## src/rtl/alu_acc_seq_pkg.sv

```systemverilog
// Shared definitions for the accumulator ALU sequencer: data width, op
// encodings and FSM state type.
package alu_acc_seq_pkg;

   localparam int DATA_W = 16;

   localparam logic [2:0] OP_ADD = 3'b000;
   localparam logic [2:0] OP_SUB = 3'b001;
   localparam logic [2:0] OP_AND = 3'b010;
   localparam logic [2:0] OP_OR  = 3'b011;
   localparam logic [2:0] OP_XOR = 3'b100;

   typedef enum logic [1:0] {
      ST_IDLE = 2'd0,
      ST_EXEC = 2'd1,
      ST_DONE = 2'd2
   } state_e;

endpackage

```

## src/rtl/alu_16b.sv

```systemverilog
// Combinational 16-bit ALU producing a 17-bit result; bit 16 is carry for
// add, borrow for sub and zero for logic ops. Unused op codes behave as add.
module alu_16b
   import alu_acc_seq_pkg::*;
(
   input  logic [2:0]        op_i,
   input  logic [DATA_W-1:0] a_i,
   input  logic [DATA_W-1:0] b_i,
   output logic [DATA_W:0]   res_o
);

   logic [DATA_W:0] a_ext;
   logic [DATA_W:0] b_ext;

   assign a_ext = {1'b0, a_i};
   assign b_ext = {1'b0, b_i};

   // NOTE: res_o is assigned on every path (default arm included) so no latch is inferred.
   always_comb begin
      res_o = a_ext + b_ext;
      case (op_i)
         OP_SUB:  res_o = a_ext - b_ext;
         OP_AND:  res_o = a_ext & b_ext;
         OP_OR:   res_o = a_ext | b_ext;
         OP_XOR:  res_o = a_ext ^ b_ext;
         default: res_o = a_ext + b_ext;
      endcase
   end

endmodule

```

## src/rtl/alu_acc_seq.sv

```systemverilog
// Command/result sequencer around alu_16b with an accumulator that can feed
// operand A. One command in flight: IDLE -> EXEC -> DONE -> IDLE.
module alu_acc_seq
   import alu_acc_seq_pkg::*;
#(
   parameter logic [DATA_W-1:0] ACC_INIT = 16'h0000
) (
   input  logic              clk_i,
   input  logic              rst_i,
   input  logic              cmd_valid_i,
   output logic              cmd_ready_o,
   input  logic [2:0]        cmd_op_i,
   input  logic [DATA_W-1:0] cmd_a_i,
   input  logic [DATA_W-1:0] cmd_b_i,
   input  logic              cmd_acc_i,
   input  logic              acc_clr_i,
   output logic              res_valid_o,
   input  logic              res_ready_i,
   output logic [DATA_W-1:0] res_data_o,
   output logic              res_carry_o,
   output logic              res_zero_o,
   output logic              res_neg_o,
   output logic [DATA_W-1:0] acc_o,
   output logic              busy_o
);

   state_e            state_q, state_d;
   logic [2:0]        op_q;
   logic [DATA_W-1:0] a_q, b_q;
   logic [DATA_W-1:0] acc_q;
   logic [DATA_W-1:0] res_q;
   logic              carry_q, zero_q, neg_q;
   logic [DATA_W:0]   alu_res;
   logic              accept;

   assign accept = (state_q == ST_IDLE) && cmd_valid_i;

   alu_16b u_alu (
      .op_i  (op_q),
      .a_i   (a_q),
      .b_i   (b_q),
      .res_o (alu_res)
   );

   // NOTE: sequential state uses non-blocking assignments so every register samples pre-edge values.
   always_ff @(posedge clk_i) begin
      if (rst_i) state_q <= ST_IDLE;
      else       state_q <= state_d;
   end

   always_comb begin
      state_d = state_q;
      case (state_q)
         ST_IDLE: if (cmd_valid_i) state_d = ST_EXEC;
         ST_EXEC: state_d = ST_DONE;
         ST_DONE: if (res_ready_i) state_d = ST_IDLE;
         default: state_d = ST_IDLE;
      endcase
   end

   // NOTE: operand registers carry no reset; they are only read in EXEC, after a capture.
   always_ff @(posedge clk_i) begin
      if (accept) begin
         op_q <= cmd_op_i;
         a_q  <= cmd_acc_i ? acc_q : cmd_a_i;
         b_q  <= cmd_b_i;
      end
   end

   // Clear beats the EXEC write; reset beats both.
   always_ff @(posedge clk_i) begin
      if (rst_i)                   acc_q <= ACC_INIT;
      else if (acc_clr_i)          acc_q <= ACC_INIT;
      else if (state_q == ST_EXEC) acc_q <= alu_res[DATA_W-1:0];
   end

   always_ff @(posedge clk_i) begin
      if (rst_i) begin
         res_q   <= '0;
         carry_q <= 1'b0;
         zero_q  <= 1'b0;
         neg_q   <= 1'b0;
      end else if (state_q == ST_EXEC) begin
         res_q   <= alu_res[DATA_W-1:0];
         carry_q <= alu_res[DATA_W];
         zero_q  <= (alu_res[DATA_W-1:0] == '0);
         neg_q   <= alu_res[DATA_W-1];
      end
   end

   assign cmd_ready_o = (state_q == ST_IDLE);
   assign res_valid_o = (state_q == ST_DONE);
   assign busy_o      = (state_q != ST_IDLE);
   assign res_data_o  = res_q;
   assign res_carry_o = carry_q;
   assign res_zero_o  = zero_q;
   assign res_neg_o   = neg_q;
   assign acc_o       = acc_q;

endmodule

```

## config.mk

```make
export PLATFORM = sky130hd
export DESIGN_NAME = alu_acc_seq
export DESIGN_NICKNAME = d
export VERILOG_FILES = /design/src/rtl/alu_acc_seq_pkg.sv /design/src/rtl/alu_16b.sv /design/src/rtl/alu_acc_seq.sv
export SDC_FILE = /design/constraint.sdc
export NUM_CORES = 1
export LEC_CHECK = 0
export BUFFER_PORTS_ARGS = -buffer_cell sky130_fd_sc_hd__buf_4
export CAP_MARGIN = 20
export CORE_ASPECT_RATIO = 1.2
export CORE_UTILIZATION = 52
export CTS_CLUSTER_DIAMETER = 80
export DETAILED_ROUTE_END_ITERATION = 8
export MAX_ROUTING_LAYER = met4
export PLACE_DENSITY = 0.83
export SLEW_MARGIN = 20
export SYNTH_ARGS = -nofsm -noshare
export SYNTH_HDL_FRONTEND = slang
export SYNTH_SLANG_ARGS = --single-unit
```

## constraint.sdc

```tcl
create_clock -name clk_i -period 3.5 [get_ports clk_i]
set_clock_uncertainty 0.05 [all_clocks]
set_input_delay 0.525 -clock clk_i [delete_from_list [all_inputs] [get_ports clk_i]]
set_output_delay 0.525 -clock clk_i [all_outputs]
set_load 0.02 [all_outputs]
```

==> results by stage <==
Run status:
- The flow ran to the end, but the final reports show violations.
- The checks that failed: setup timing.

Critical path:
- The maximum fanout count along the critical path is 6.
- The kind of end point of the critical path is a flop.
- The worst reg2reg path startpoint is b_q[1]$_DFFE_PP_.
- The reg-to-reg endpoint is res_zero_o$_SDFFE_PP0N_.
- Measured in cells, the most critical reg-to-reg path has a length of 16.
- The slowest cell on the critical path is sky130_fd_sc_hd__edfxtp_1.
- The signal on the critical path passes through inv_2 > buf_6 > nand4_1 > nor2_4 > a41oi_2 > xnor2_1 > ha_1 > buf_4 > nand2_1 > nor3_2 > o31a_1 > o21ai_0 > a31o_2 > a2111o_1 > nor4_2 > a21o_1.
- The worst setup path is launched from a flop.
- The setup path with the least slack is of type reg -> reg.
- The required arrival time at the worst endpoint is 3.75 ns.
- The longest individual stage delay on the worst path is 0.43 ns.
- The setup check on the worst reg-to-reg path leaves a slack of -0.02 ns.
- For the worst setup path, the data arrival time is 3.77 ns.

Timing:
- After layout, the worst setup slack is -0.0223 ns.
- The worst hold margin is 0.291 ns.
- The number of max-slew violations in the final report came to 0.
- The final hold violation count is 0.
- Based on the critical path, the design can be clocked at up to 0.284 GHz.
- Of the available clock period, the critical path in the final layout requires 1.01.
- The worst max-slew margin expressed relative to the limit is 0.479.
- Setup repair after global routing could not meet its margin everywhere.
- The clock period minus final worst setup slack is 3.52 ns.
- Setup violations remaining at the end of the flow were counted as 1.
- For the pin with the worst max-slew slack, the measured transition is 0.777 ns.

Routing:
- The initial DRC count is 344.
- The detailed-router iteration count before antenna repair is 5.
- Once detail routing completed, the nets flagged for antenna violations numbered 0.
- The via-per-instance ratio is 5.87.
- Wires add up to 13.4 mm.
- After detailed routing, the average wire length per cell comes to 18.3 um.
- The number of remaining DRC errors is 0.
- The via total after detailed routing is 4312.

Min path:
- The min-delay analysis places its worst path in the category in -> reg.
- The startpoint of the lowest-slack hold path is cmd_b_i[13].
- The cell depth of the worst min-delay path is 1.
- The worst hold endpoint is b_q[13]$_DFFE_PP_.

Floorplanning:
- After floorplanning, the core was divided into 37 placement rows.
- The initial utilization of the core area, before any placement, comes to 0.541.
- The horizontal die dimension is 88.7 um.
- The die covers 9400 um^2.
- The core region is 8660 um^2.
- Measured along the y axis, the die boundary spans 106 um.
- Pin placement for this block handled 79 I/O pins.

Place:
- The count of port buffers added during placement is 78.
- Detailed placement ended at an HPWL of 10.2 mm.
- The pre-CTS setup slack is -0.0375 ns.
- At the end of routability-driven placement, the weighted congestion stood at 0.947.

Clock network:
- Clock-pin slew was measured on the worst setup and hold paths at 0.08 ns.
- The number of clock sinks is 71.
- The library cell used as clock root buffer is sky130_fd_sc_hd__clkbuf_8.
- The total clock buffers created by CTS is 9.
- TritonCTS built the clock tree.
- The count of hold-fix buffers inserted at cts is 0.
- No sink is reached through more buffers than the 2 on the longest clock path.
- The H-tree was split into 3 levels.
- For the worst-skew pair, the clock arrives at the later sink with an insertion delay of 0.35 ns.

Synth:
- The count of flip-flops with a built-in enable after synthesis is 35.
- A synthesized cell averages 9.24 um^2.
- During synthesis, Yosys emitted a total of 0 warnings.
- After synthesis the cells add up to 4690 um^2.
- Counting flops with an async set or reset pin after synthesis yields a share of 0.
- In this run, distinct cell masters in the synthesized netlist total 60.
- The synthesized net count is 598.
- The predominant post-synthesis flop cell is sky130_fd_sc_hd__dfxtp_1.
- The gate count of the mapped netlist is 507.
- Synthesis inferred 71 register bits.
- The share of synthesized area occupied by flip-flops and latches is 0.378.

Finish:
- The area growth from synthesis to layout is 27.2%.
- The final layout contains 704 nets.
- Once layout is complete, the utilization of the core stands at 0.688.
- In the final layout, the share of cells above drive strength 1 is 0.304.
- The antenna diode instance count is 0.

Run:
- Max-cap violations in this run came to 0.

GRT:
- The initial antenna violation count was 0.
- The global-route wire length before repair is 21.2 mm.
- The via count of the first global-routing pass came to 4261.
- Entering global routing, the biggest net connects 36 pins.
- The global route total overflow is 0.
- Across every metal layer, demand over resource in global routing totals 0.305.

Power:
- The power density relative to cell area is 417 nW/um^2.
- The worst-case vdd ir drop is 0.000409 V.
- In this run the static leakage power is 2.63 nW.
==> per-stage QoR <==
stage	area, um^2	power (W)	instances	TNS (ns)
after floorplan	4690	0.00149	507	0
after global placement	5600	0.00175	715	0
after detailed placement	5600	0.00178	715	-0.0375
after CTS	5810	0.00243	731	0
after global routing	5960	0.00260	735	-0.395
final	5960	0.00248	735	-0.0223
==> metal layers <==
layer  vias to the layer above  share of wire  track usage
li1                       2055              -            -
met1                      2023           0.43        0.399
met2                       194           0.47        0.466
met3                        40          0.066       0.0512
met4                         0          0.033        0.126
met5                         -              0            -
==> final cells by class <==
type,count,area [um^2]
fill,687,2700
multi-input combinational,372,2790
timing repair buffer,118,890
clock buffer,13,181
tap,117,146
clock inverter,3,22.5
inverter,41,154
sequential,71,1770
==> sequential cells by signal, summed over array words and instances (netlist names) <==
signal       flops
acc_o           16
b_q             16
op_q             3
res_zero_o       1
state_q          2
a_q             16
res_data_o      16
res_carry_o      1
==> kinds of logic (layout without fill, tap and decap cells) <==
family                   Yosys count  count (layout)  share of synthesized area
multiplexers                      20              20                     0.0473
XOR/XNOR                          18              18                     0.0336
AND/OR/NAND/NOR                  140             140                      0.149
buffers and inverters             64             175                     0.0531
adder cells (fa/ha/maj)           50              50                      0.135
flip-flops                        71              71                      0.378
AO/OA/AOI/OAI                    144             144                      0.203
==> cells in the final DEF, fill, tap and decap left out, types with 5 or more instances in the layout <==
master and n:
sky130_fd_sc_hd__buf_4 117, sky130_fd_sc_hd__edfxtp_1 35, sky130_fd_sc_hd__o22ai_1 12, sky130_fd_sc_hd__a21oi_2 6
sky130_fd_sc_hd__nand3_1 9, sky130_fd_sc_hd__dfxtp_1 36, sky130_fd_sc_hd__and3_1 5, sky130_fd_sc_hd__ha_1 46
sky130_fd_sc_hd__a22oi_1 5, sky130_fd_sc_hd__nor2b_1 6, sky130_fd_sc_hd__or3_1 10, sky130_fd_sc_hd__a21oi_1 45
sky130_fd_sc_hd__o211ai_1 5, sky130_fd_sc_hd__mux2_2 17, sky130_fd_sc_hd__nand2_1 42, sky130_fd_sc_hd__clkbuf_8 9
sky130_fd_sc_hd__inv_1 39, sky130_fd_sc_hd__o21ai_0 23, sky130_fd_sc_hd__nand2b_1 6, sky130_fd_sc_hd__xnor2_1 15
sky130_fd_sc_hd__nor2_1 26
==> synth_stat cells (all sizes together), types with 4 or more instances <==
cell type	instances	area, um^2
a211oi	6	45.0
a21o	4	30.0
a21oi	51	255
a22oi	5	37.5
and2	4	25.0
and3	5	31.3
buf	6	31.3
clkbuf	17	63.8
dfxtp	36	721
edfxtp	35	1050
ha	49	613
inv	41	154
mux2	17	191
nand2	45	169
nand2b	6	37.5
nand3	9	45.0
nand4	4	25.0
nor2	28	105
nor2b	6	37.5
nor3	8	45.0
o211ai	5	37.5
o21ai	27	135
o221ai	4	35.0
o22ai	12	75.1
or2	4	25.0
or3	11	68.8
xnor2	16	140
==> worst max-delay path by stage <==
stage                            from                          end  slack [ns]  cells after the start
floorplan           op_q[0]$_DFFE_PP_      res_zero_o$_SDFFE_PP0N_       0.003                     14
global placement     b_q[1]$_DFFE_PP_      res_zero_o$_SDFFE_PP0N_        0.06                     15
detailed placement   b_q[1]$_DFFE_PP_      res_zero_o$_SDFFE_PP0N_       -0.04                     15
CTS                 op_q[0]$_DFFE_PP_  res_data_o[15]$_SDFFE_PP0N_       0.007                     13
global route         b_q[1]$_DFFE_PP_      res_zero_o$_SDFFE_PP0N_       -0.22                     15
finish               b_q[1]$_DFFE_PP_      res_zero_o$_SDFFE_PP0N_       -0.02                     16
==> power breakdown <==
part | total, W | leakage [nW] | internal [W] | switching, W
logic | 0.000846 | 1.89 | 0.000373 | 0.000473
registers | 0.000984 | 0.633 | 0.000934 | 0.0000506
clock network | 0.000654 | 0.104 | 0.000347 | 0.000307
==> timing repair <==
item / in CTS / in global routing
setup endpoints to repair: 3 / 12
pin swaps: 0 / 25
buffers inserted: 0 / 4
hold endpoints to repair: 0 / 0
resized for setup: 2 / 33
==> critical path, delay by kind of cell (launching register included) <==
kind                       cells  cell delay, ns
AOI/OAI and AO/OA              6            1.34
and+or+nand+nor                5            0.86
DFF                            1            0.43
buffers and inverters          3            0.36
adders and majority gates      1            0.30
xor gates and xnor gates       1            0.16
No activity file was read; power rests on OpenSTA's default activity.
